===== config.mk =====
export PLATFORM = sky130hd
export DESIGN_NAME = rf_wr_arbiter
export DESIGN_NICKNAME = d
export VERILOG_FILES = /design/src/rtl/rf_wr_arbiter.sv
export SDC_FILE = /design/constraint.sdc
export NUM_CORES = 1
export LEC_CHECK = 0
export ABC_AREA = 1
export CAP_MARGIN = 20
export CORE_MARGIN = 3
export CORE_UTILIZATION = 50
export DETAILED_ROUTE_END_ITERATION = 8
export GPL_ROUTABILITY_DRIVEN = 0
export GPL_TIMING_DRIVEN = 0
export HOLD_SLACK_MARGIN = 0.08
export PLACE_DENSITY = 0.83
export SETUP_SLACK_MARGIN = 0.1
export SYNTH_ARGS = -nofsm -noshare
export SYNTH_HDL_FRONTEND = slang
export SYNTH_SLANG_ARGS = --single-unit

===== constraint.sdc =====
create_clock -name clk -period 4.3 [get_ports clk]
set_input_delay 1.075 -clock clk [delete_from_list [all_inputs] [get_ports clk]]
set_output_delay 1.075 -clock clk [all_outputs]
set_load 0.01 [all_outputs]

===== src/rtl/rf_wr_arbiter.sv =====
// rf_wr_arbiter: shares the single register-file write port between the
// in-order WB stage and the mul/div unit. MDU results queue in a small FIFO,
// a pending-destination scoreboard drives the decode RAW stall, and a starve
// counter freezes WB when a queued MDU result has waited too long.
module rf_wr_arbiter #(
    parameter int DW         = 32,
    parameter int AW         = 5,
    parameter int FIFO_DEPTH = 2,
    parameter int STARVE_LIM = 4
) (
    input  logic          clk,
    input  logic          rst_n,
    input  logic          wb_en,
    input  logic [AW-1:0] wb_addr,
    input  logic [DW-1:0] wb_data,
    output logic          wb_stall,
    input  logic          md_valid,
    output logic          md_ready,
    input  logic [AW-1:0] md_addr,
    input  logic [DW-1:0] md_data,
    input  logic          md_issue,
    input  logic [AW-1:0] md_issue_rd,
    input  logic [AW-1:0] dec_rs,
    input  logic [AW-1:0] dec_rt,
    output logic          dec_stall,
    output logic          RFWr,
    output logic [AW-1:0] A3,
    output logic [DW-1:0] WD
);

    localparam int PW   = (FIFO_DEPTH > 1) ? $clog2(FIFO_DEPTH) : 1;
    localparam int CW   = PW + 1;
    localparam int SW   = $clog2(STARVE_LIM + 1);
    localparam int NREG = 1 << AW;
    localparam logic [CW-1:0] FULL_CNT   = CW'(FIFO_DEPTH);
    localparam logic [SW-1:0] STARVE_TOP = SW'(STARVE_LIM - 1);

    logic [AW-1:0]   fifo_addr [FIFO_DEPTH];
    logic [DW-1:0]   fifo_data [FIFO_DEPTH];
    logic [PW-1:0]   wr_ptr;
    logic [PW-1:0]   rd_ptr;
    logic [CW-1:0]   count;
    logic [CW-1:0]   count_nxt;
    logic [SW-1:0]   starve_cnt;
    logic [NREG-1:0] pending;
    logic            fifo_empty;
    logic            wb_win;
    logic            push;
    logic            pop;
    logic            starve_inc;
    logic [AW-1:0]   head_addr;
    logic [DW-1:0]   head_data;

    // Grant decision: WB first unless frozen, otherwise drain the FIFO head.
    always_comb begin
        fifo_empty = (count == '0);
        md_ready   = (count != FULL_CNT);
        push       = md_valid && md_ready;
        wb_win     = !wb_stall && wb_en && (wb_addr != '0);
        pop        = !wb_win && !fifo_empty;
        starve_inc = !fifo_empty && !pop;
        head_addr  = fifo_addr[rd_ptr];
        head_data  = fifo_data[rd_ptr];
        count_nxt  = count;
        if (push && !pop) begin
            count_nxt = count + 1'b1;
        end else if (!push && pop) begin
            count_nxt = count - 1'b1;
        end
    end

    assign dec_stall = ((dec_rs != '0) && pending[dec_rs]) ||
                       ((dec_rt != '0) && pending[dec_rt]);

    // FIFO storage; contents are only meaningful below count, so no reset.
    always_ff @(posedge clk) begin
        if (push) begin
            fifo_addr[wr_ptr] <= md_addr;
            fifo_data[wr_ptr] <= md_data;
        end
    end

    // FIFO pointers, occupancy, starve counter and the WB freeze.
    always_ff @(posedge clk or negedge rst_n) begin
        if (!rst_n) begin
            wr_ptr     <= '0;
            rd_ptr     <= '0;
            count      <= '0;
            starve_cnt <= '0;
            wb_stall   <= 1'b0;
        end else begin
            if (push) wr_ptr <= wr_ptr + 1'b1;
            if (pop)  rd_ptr <= rd_ptr + 1'b1;
            count <= count_nxt;
            if (starve_inc) begin
                starve_cnt <= starve_cnt + 1'b1;
            end else begin
                starve_cnt <= '0;
            end
            // Release the freeze as soon as the backlog is gone.
            if (count_nxt == '0) begin
                wb_stall <= 1'b0;
            end else if (starve_inc && (starve_cnt == STARVE_TOP)) begin
                wb_stall <= 1'b1;
            end
        end
    end

    // RF write port registers; an MDU result for r0 is drained without a write.
    always_ff @(posedge clk or negedge rst_n) begin
        if (!rst_n) begin
            RFWr <= 1'b0;
            A3   <= '0;
            WD   <= '0;
        end else if (wb_win) begin
            RFWr <= 1'b1;
            A3   <= wb_addr;
            WD   <= wb_data;
        end else if (pop) begin
            RFWr <= (head_addr != '0);
            A3   <= head_addr;
            WD   <= head_data;
        end else begin
            RFWr <= 1'b0;
        end
    end

    // Pending-destination scoreboard; a new issue beats a same-edge retire.
    always_ff @(posedge clk or negedge rst_n) begin
        if (!rst_n) begin
            pending <= '0;
        end else begin
            if (pop && (head_addr != '0)) begin
                pending[head_addr] <= 1'b0;
            end
            if (md_issue && (md_issue_rd != '0)) begin
                pending[md_issue_rd] <= 1'b1;
            end
        end
    end

endmodule

==> run_results.csv, run 1 <==
group,metric,value,unit
run_status,status,"finished clean",
timing,max_freq,0.257,GHz
pwr,p_total,0.00603,W
run,cap_violations,0,
cts,clock_latency,0.42,ns
finish,area_growth,32.5,%
floorplan,core_area,13300,sq um
cts,clkTransAtPathRegs,0.06,ns
place,io_buffers,129,
setup_path,reg2reg_to,"fifo_data[1][12]$_DFFE_PP_",
synth,yosys.area.top_type_share,32.4,%
grt,grt_start_max_net_pins,67,
finish,fin_nets,970,
pwr,ir_drop,0.403,mV
pwr,p_leak,3.91,nW
floorplan,dieArea,15200,sq um
timing,skew,0.00934,ns
cts,tritoncts,"built",
finish,drive_above_1_share,7.91,%
setup_path,reg2reg_depth,6,
finish,regArea,4170,sq um
synth,async_reset_ff_share,51.3,%
setup_path,crit_type,"input pin to output port",
hold_path,whs_endpoint,"starve_cnt[0]$_DFF_PN0_",
grt,grt_util_all_layers,23.7,%
cts,h-tree-depth,4,
cts,cts_root_buffer,"clkbuf_16",
setup_path,cp_data_arrival_time,2.82,ns
setup_path,cp-start-kind,"input pin",
finish,fill_cells,983,
grt,grt_pass1_wl,27600,um
place,hpwl,12100,um
finish,postLayoutCellArea,9090,sq um
synth,synth.avg_cell_area,9.51,sq um
route,drc,0,
cts,postCtsSetupRepairBufs,0,
hold_path,hold_path_class,"flip-flop to flip-flop",
synth,syn_area,6860,sq um
synth,yosys.area.top_type,"edfxtp_1",
synth,syn_inst,721,
grt,grt_pass1_vias,5596,
timing,min_period,3.90,ns
setup_path,endpoint_kind,"output port",
finish,multi_input_area,2300,sq um
route,vias,5598,
floorplan,io_pins,135,
cts,postCtsResizedCells,0,
synth,ys_warn_count,0,
route,post_drt_wl_per_cell,16.1,um
timing,period_share,90.6,%
synth,yosys-top-cells-count,"nand2_1 (245), dfrtp_1 (78), nand3_1 (76), edfxtp_1 (74), inv_1 (63)",
floorplan,start_util,51.4,%
synth,synthesis.nets,819,
route,drtIter0Drc,563,
pwr,power_density,664,nW/um^2
synth,synth_cell_types,28,
synth,ys_seq_elements,152,
floorplan,die-height,123,um
timing,hold_viol_final,0,
cts,cts_buffer_depth,2,
place,post_dp_cell_area,8460,sq um
grt,grt_antenna_before_repair,0,
setup_path,required,3.22,ns
floorplan,row_count,42,
timing,slew_violations,0,
route,first_pass_iters,7,
timing,slew_headroom,56.3,%
timing,setup_viol,0,
cts,cts.sinks,152,
timing,worst_slew_pin_slew,0.654,ns
synth,synth-edff-count,74,
route,drt-vias-per-instance,5.28,
synth,yosysMostFrequentCell,"nand2_1",
hold_path,whs_path_depth,1,
timing,rsz0062_at_grt,"false",
grt,gr-total-overflow,0,
finish,antenna_cells,0,
timing,setup_tns,0,ns
hold_path,worst_hold_startpoint,"starve_cnt[0]$_DFF_PN0_",
synth,synth_ff_type,"dfrtp_1",
setup_path,reg2reg_from,"count[0]$_DFF_PN0_",
synth,synth.top_cells.by_area,"edfxtp_1 (32%), dfrtp_1 (28%), nand2_1 (13%), nand3_1 (5.5%), inv_1 (3.4%)",
setup_path,r2r_slack,2.31,ns
cts,hold_buffers,0,
synth,ys_seq_area_share,60.9,%
floorplan,die_x,123,um
route,ant_nets,0,
route,finalWirelength,17100,um
cts,cts-buffers-inserted,17,
setup_path,critPathMaxFanout,4,
## cells by family after synthesis
group | count (synthesis) | synth area share, %
flops | 152 | 60.9
mux | 21 | 3.07
buf+inv | 98 | 5.88
xor+xnor | 2 | 0.255
compound gates | 91 | 7.85
simple gates | 353 | 21.4
fa+ha+maj | 4 | 0.730
## state kept, by name, summed over array words and instances, names as in the netlist
| signal | cells |
|---|---|
| wr_ptr | 1 |
| rd_ptr | 1 |
| WD | 32 |
| A3 | 5 |
| fifo_addr | 10 |
| fifo_data | 64 |
| wb_stall | 1 |
| RFWr | 1 |
| starve_cnt | 3 |
| pending | 32 |
| count | 2 |
## how the worst max path moves through the flow
stage                                endpoint      start  slack [ns]  cells past startpoint
finish                              dec_stall  dec_rs[2]        0.40                     12
global placement        pending[31]$_DFF_PN0_      rst_n       -0.65                      1
floorplan           fifo_addr[0][0]$_DFFE_PP_   md_valid        1.11                      2
detailed placement                  dec_stall  dec_rs[2]        0.43                     12
CTS                                 dec_stall  dec_rs[2]        0.42                     12
global route                        dec_stall  dec_rs[2]        0.23                     12
## power breakdown
part	switching [W]	internal [W]	total [W]
Clock	0.000570	0.000959	0.00153
Sequential	0.000275	0.00207	0.00234
Combinational	0.00125	0.000914	0.00216
Total	0.00209	0.00394	0.00603
## layout by cell type, fill, tap and decap left out, types with 4 or more instances in the layout
master and n:
inv_1 63, clkdlybuf4s50_1 128, nand2_2 6, inv_2 7
nand2_1 245, clkbuf_16 19, o21ai_1 31, dfrtp_1 78
o21ai_0 27, mux2i_1 21, nor2_1 16, buf_4 5
nand3_1 76, buf_2 10, edfxtp_1 74, ha_1 4
o211ai_1 27, clkbuf_1 14
## worst max-delay path, stage by stage
cell             delay [ns]
clkdlybuf4s50_1        0.53
inv_1                  0.10
nor2_1                 0.18
nand2_1                0.07
nand2_1                0.06
inv_1                  0.04
nand2_1                0.05
nand2_1                0.05
nand2_1                0.06
inv_1                  0.04
nand2_1                0.05
clkdlybuf4s50_1        0.52
## layer usage
metal	GRT usage [%]	up-vias	wire, um
met5	0	-	0
met4	6.71	0	232
met3	7.00	20	1230
met2	40.9	197	8750
met1	29.2	2663	6890
li1	-	2718	-
## metrics by stage
step | setup WS, ns | hold WS (ns) | util (%) | std cells
floorplan | 1.11 | 0.410 | - | 721
global placement | -0.646 | 0.421 | 62.7 | 1026
detailed placement | 0.426 | 0.439 | 63.4 | 1029
CTS | 0.416 | 0.446 | 68.1 | 1061
global route | 0.234 | 0.463 | 68.1 | 1061
finish | 0.405 | 0.448 | 68.1 | 1061
## area by class of cell
type / count / area share, %
Sequential cell: 152 / 45.9
Multi-Input combinational cell: 471 / 25.3
Timing Repair Buffer: 132 / 15.1
Clock buffer: 24 / 5.66
Inverter: 72 / 2.97
Tap cell: 176 / 2.42
Buffer: 26 / 1.46
Clock inverter: 8 / 1.18
No activity file was read; power rests on OpenSTA's default activity.
==> inputs of run 2 (changes only) <==
- ABC_CLOCK_PERIOD_IN_PS: not set -> 4300
==> results of run 2 <==
Final layout, timing and power as in run 1 (identical DEF).
==> inputs of run 3 (changes only) <==
- RECOVER_POWER: not set -> 100
==> run 3 against run 2 <==
  * The run now ends with capacitance limit, slew limit left
  * Design area down 1.2%
  * Total power decreased by 2.7%
  * Die area unchanged
  * Setup slack lost 0.053 ns
  * Wire length grew 1.2%
  * First-iteration DRC count shrank 5.5%
  * Worst hold slack got worse by 0.0019 ns
  * Register-to-register slack lost 1.4 ns
  * Combinational power shrank 7%
  * Global-route usage unchanged
  * Largest power group unchanged
  * Clock-buffer cell count unchanged
  * Core utilization is 0.79 points lower
==> run_results.csv, run 3 (synthesized netlist as in run 1, its figures left out) <==
group,metric,value,unit
route,post_drt_wl_per_cell,16.3,um
cts,clock_latency,0.42,ns
timing,whs,0.446,ns
cts,cts-buffers-inserted,17,
floorplan,row_count,42,
timing,slew_headroom,-12.3,%
setup_path,required,3.22,ns
grt,grt_util_all_layers,23.7,%
timing,rsz0062_at_grt,"false",
setup_path,reg2reg_depth,6,
cts,cts_buffer_depth,2,
route,ant_nets,0,
route,finalWirelength,17300,um
place,dp_slack,0.426,ns
grt,grt_start_max_net_pins,67,
timing,min_period,3.95,ns
cts,tritoncts,"built",
cts,h-tree-depth,4,
place,io_buffers,129,
route,drt-vias-per-instance,5.31,
setup_path,endpoint_kind,"output port",
setup_path,cp-start-kind,"input pin",
finish,mostFrequentLayoutCell,"nand2_1",
finish,fin_nets,970,
finish,multi_input_area,2270,sq um
finish,postLayoutCoreUtil,67.3,%
route,drc,0,
hold_path,whs_path_depth,1,
place,hpwl,12100,um
finish,drive_above_1_share,6.21,%
finish,fill_cells,1000,
hold_path,hold_path_class,"flip-flop to flip-flop",
pwr,ir_drop,0.385,mV
route,first_pass_iters,5,
floorplan,core_area,13300,sq um
timing,skew,0.00923,ns
finish,final_cell_mix,"nand2_1 (248), dlygate4sd3_1 (81), dfrtp_1 (78)",
floorplan,die-height,123,um
cts,postCtsResizedCells,0,
cts,postCtsSetupRepairBufs,0,
route,drtIter0Drc,532,
floorplan,die_x,123,um
route,vias,5652,
pwr,power_density,653,nW/um^2
timing,finalWorstSetupSlack,0.352,ns
floorplan,io_pins,135,
finish,area_growth,31.0,%
grt,grt_pass1_vias,5596,
setup_path,cp_data_arrival_time,2.87,ns
grt,gr-total-overflow,0,
grt,grt_pass1_wl,27600,um
cts,clkTransAtPathRegs,0.06,ns
timing,period_share,91.8,%
setup_path,critPathMaxFanout,4,
timing,slew_violations,107,
finish,regArea,4170,sq um
run_status,violations,"capacitance limit, slew limit",
floorplan,start_util,51.4,%
run_status,status,"finished with violations",
timing,max_freq,0.253,GHz
finish,largest_register_ffs,64,
finish,top_register,"fifo_data",
timing,hold_viol_final,0,
timing,setup_viol,0,
floorplan,dieArea,15200,sq um
run,cap_violations,3,
pwr,p_leak,3.91,nW
cts,hold_buffers,0,
setup_path,crit_type,"input pin to output port",
timing,worst_slew_pin_slew,1.68,ns
cts,cts.sinks,152,
cts,cts_root_buffer,"clkbuf_16",
grt,grt_antenna_before_repair,8,
finish,largestRegisters,"fifo_data: 64 flops, WD: 32 flops, pending: 32 flops",
run 3: cell types whose count changed in the layout (fill, tap and decap cells not counted), sizes merged:
cell	before	now
buf	19	10
clkbuf	35	44
clkdlybuf4s50	128	47
diode	0	3
dlygate4sd3	0	81
run 3: final timing paths:
kind	from	end	slack [ns]
max	dec_rs[2]	dec_stall	0.35
min	starve_cnt[0]$_DFF_PN0_	starve_cnt[0]$_DFF_PN0_	0.45
max reg2reg	count[0]$_DFF_PN0_	fifo_data[0][0]$_DFFE_PP_	0.90
min reg2reg	starve_cnt[0]$_DFF_PN0_	starve_cnt[0]$_DFF_PN0_	0.45
max in group asynchronous	rst_n	A3[0]$_DFFE_PN0P_	1.47
min in group asynchronous	rst_n	WD[27]$_DFFE_PN0P_	0.71
run 3: routing by layer:
layer	GRT usage (%)	wire, um
met1	29.2	6780
met2	40.9	8920
met3	7.00	1250
met4	6.71	297
met5	0	67
run 3: per-stage QoR:
| stage | total power (W) | instances | instance area [sq um] | TNS, ns |
|---|---|---|---|---|
| finish | 0.00587 | 1064 | 8980 | 0 |
| global route | 0.00623 | 1063 | 8980 | 0 |
| CTS | 0.00605 | 1061 | 9090 | 0 |
| detailed placement | 0.00449 | 1029 | 8460 | 0 |
| global placement | 0.00437 | 1026 | 8370 | -62.60 |
| floorplan | 0.00354 | 721 | 6860 | 0 |
run 3: cell type report:
class	instances	share of cell area (%)
Multi-Input combinational cell	471	25.3
Inverter	72	3.01
Sequential cell	152	46.5
Buffer	26	1.35
Clock inverter	8	1.20
Timing Repair Buffer	132	14.4
Clock buffer	24	5.73
Tap cell	176	2.45
Antenna cell	3	0.0836
run 3: power by group:
part | switching, W | internal [W] | total [W]
Clock | 0.000573 | 0.000959 | 0.00153
Sequential | 0.000263 | 0.00207 | 0.00234
Combinational | 0.00122 | 0.000778 | 0.00200
run 3: worst max-delay path, stage by stage:
cell and delay [ns]:
dlygate4sd3_1 0.60, inv_1 0.10, nor2_1 0.17, nand2_1 0.07, nand2_1 0.06, inv_1 0.04
nand2_1 0.05, nand2_1 0.05, nand2_1 0.06, inv_1 0.04, nand2_1 0.05, clkdlybuf4s50_1 0.52
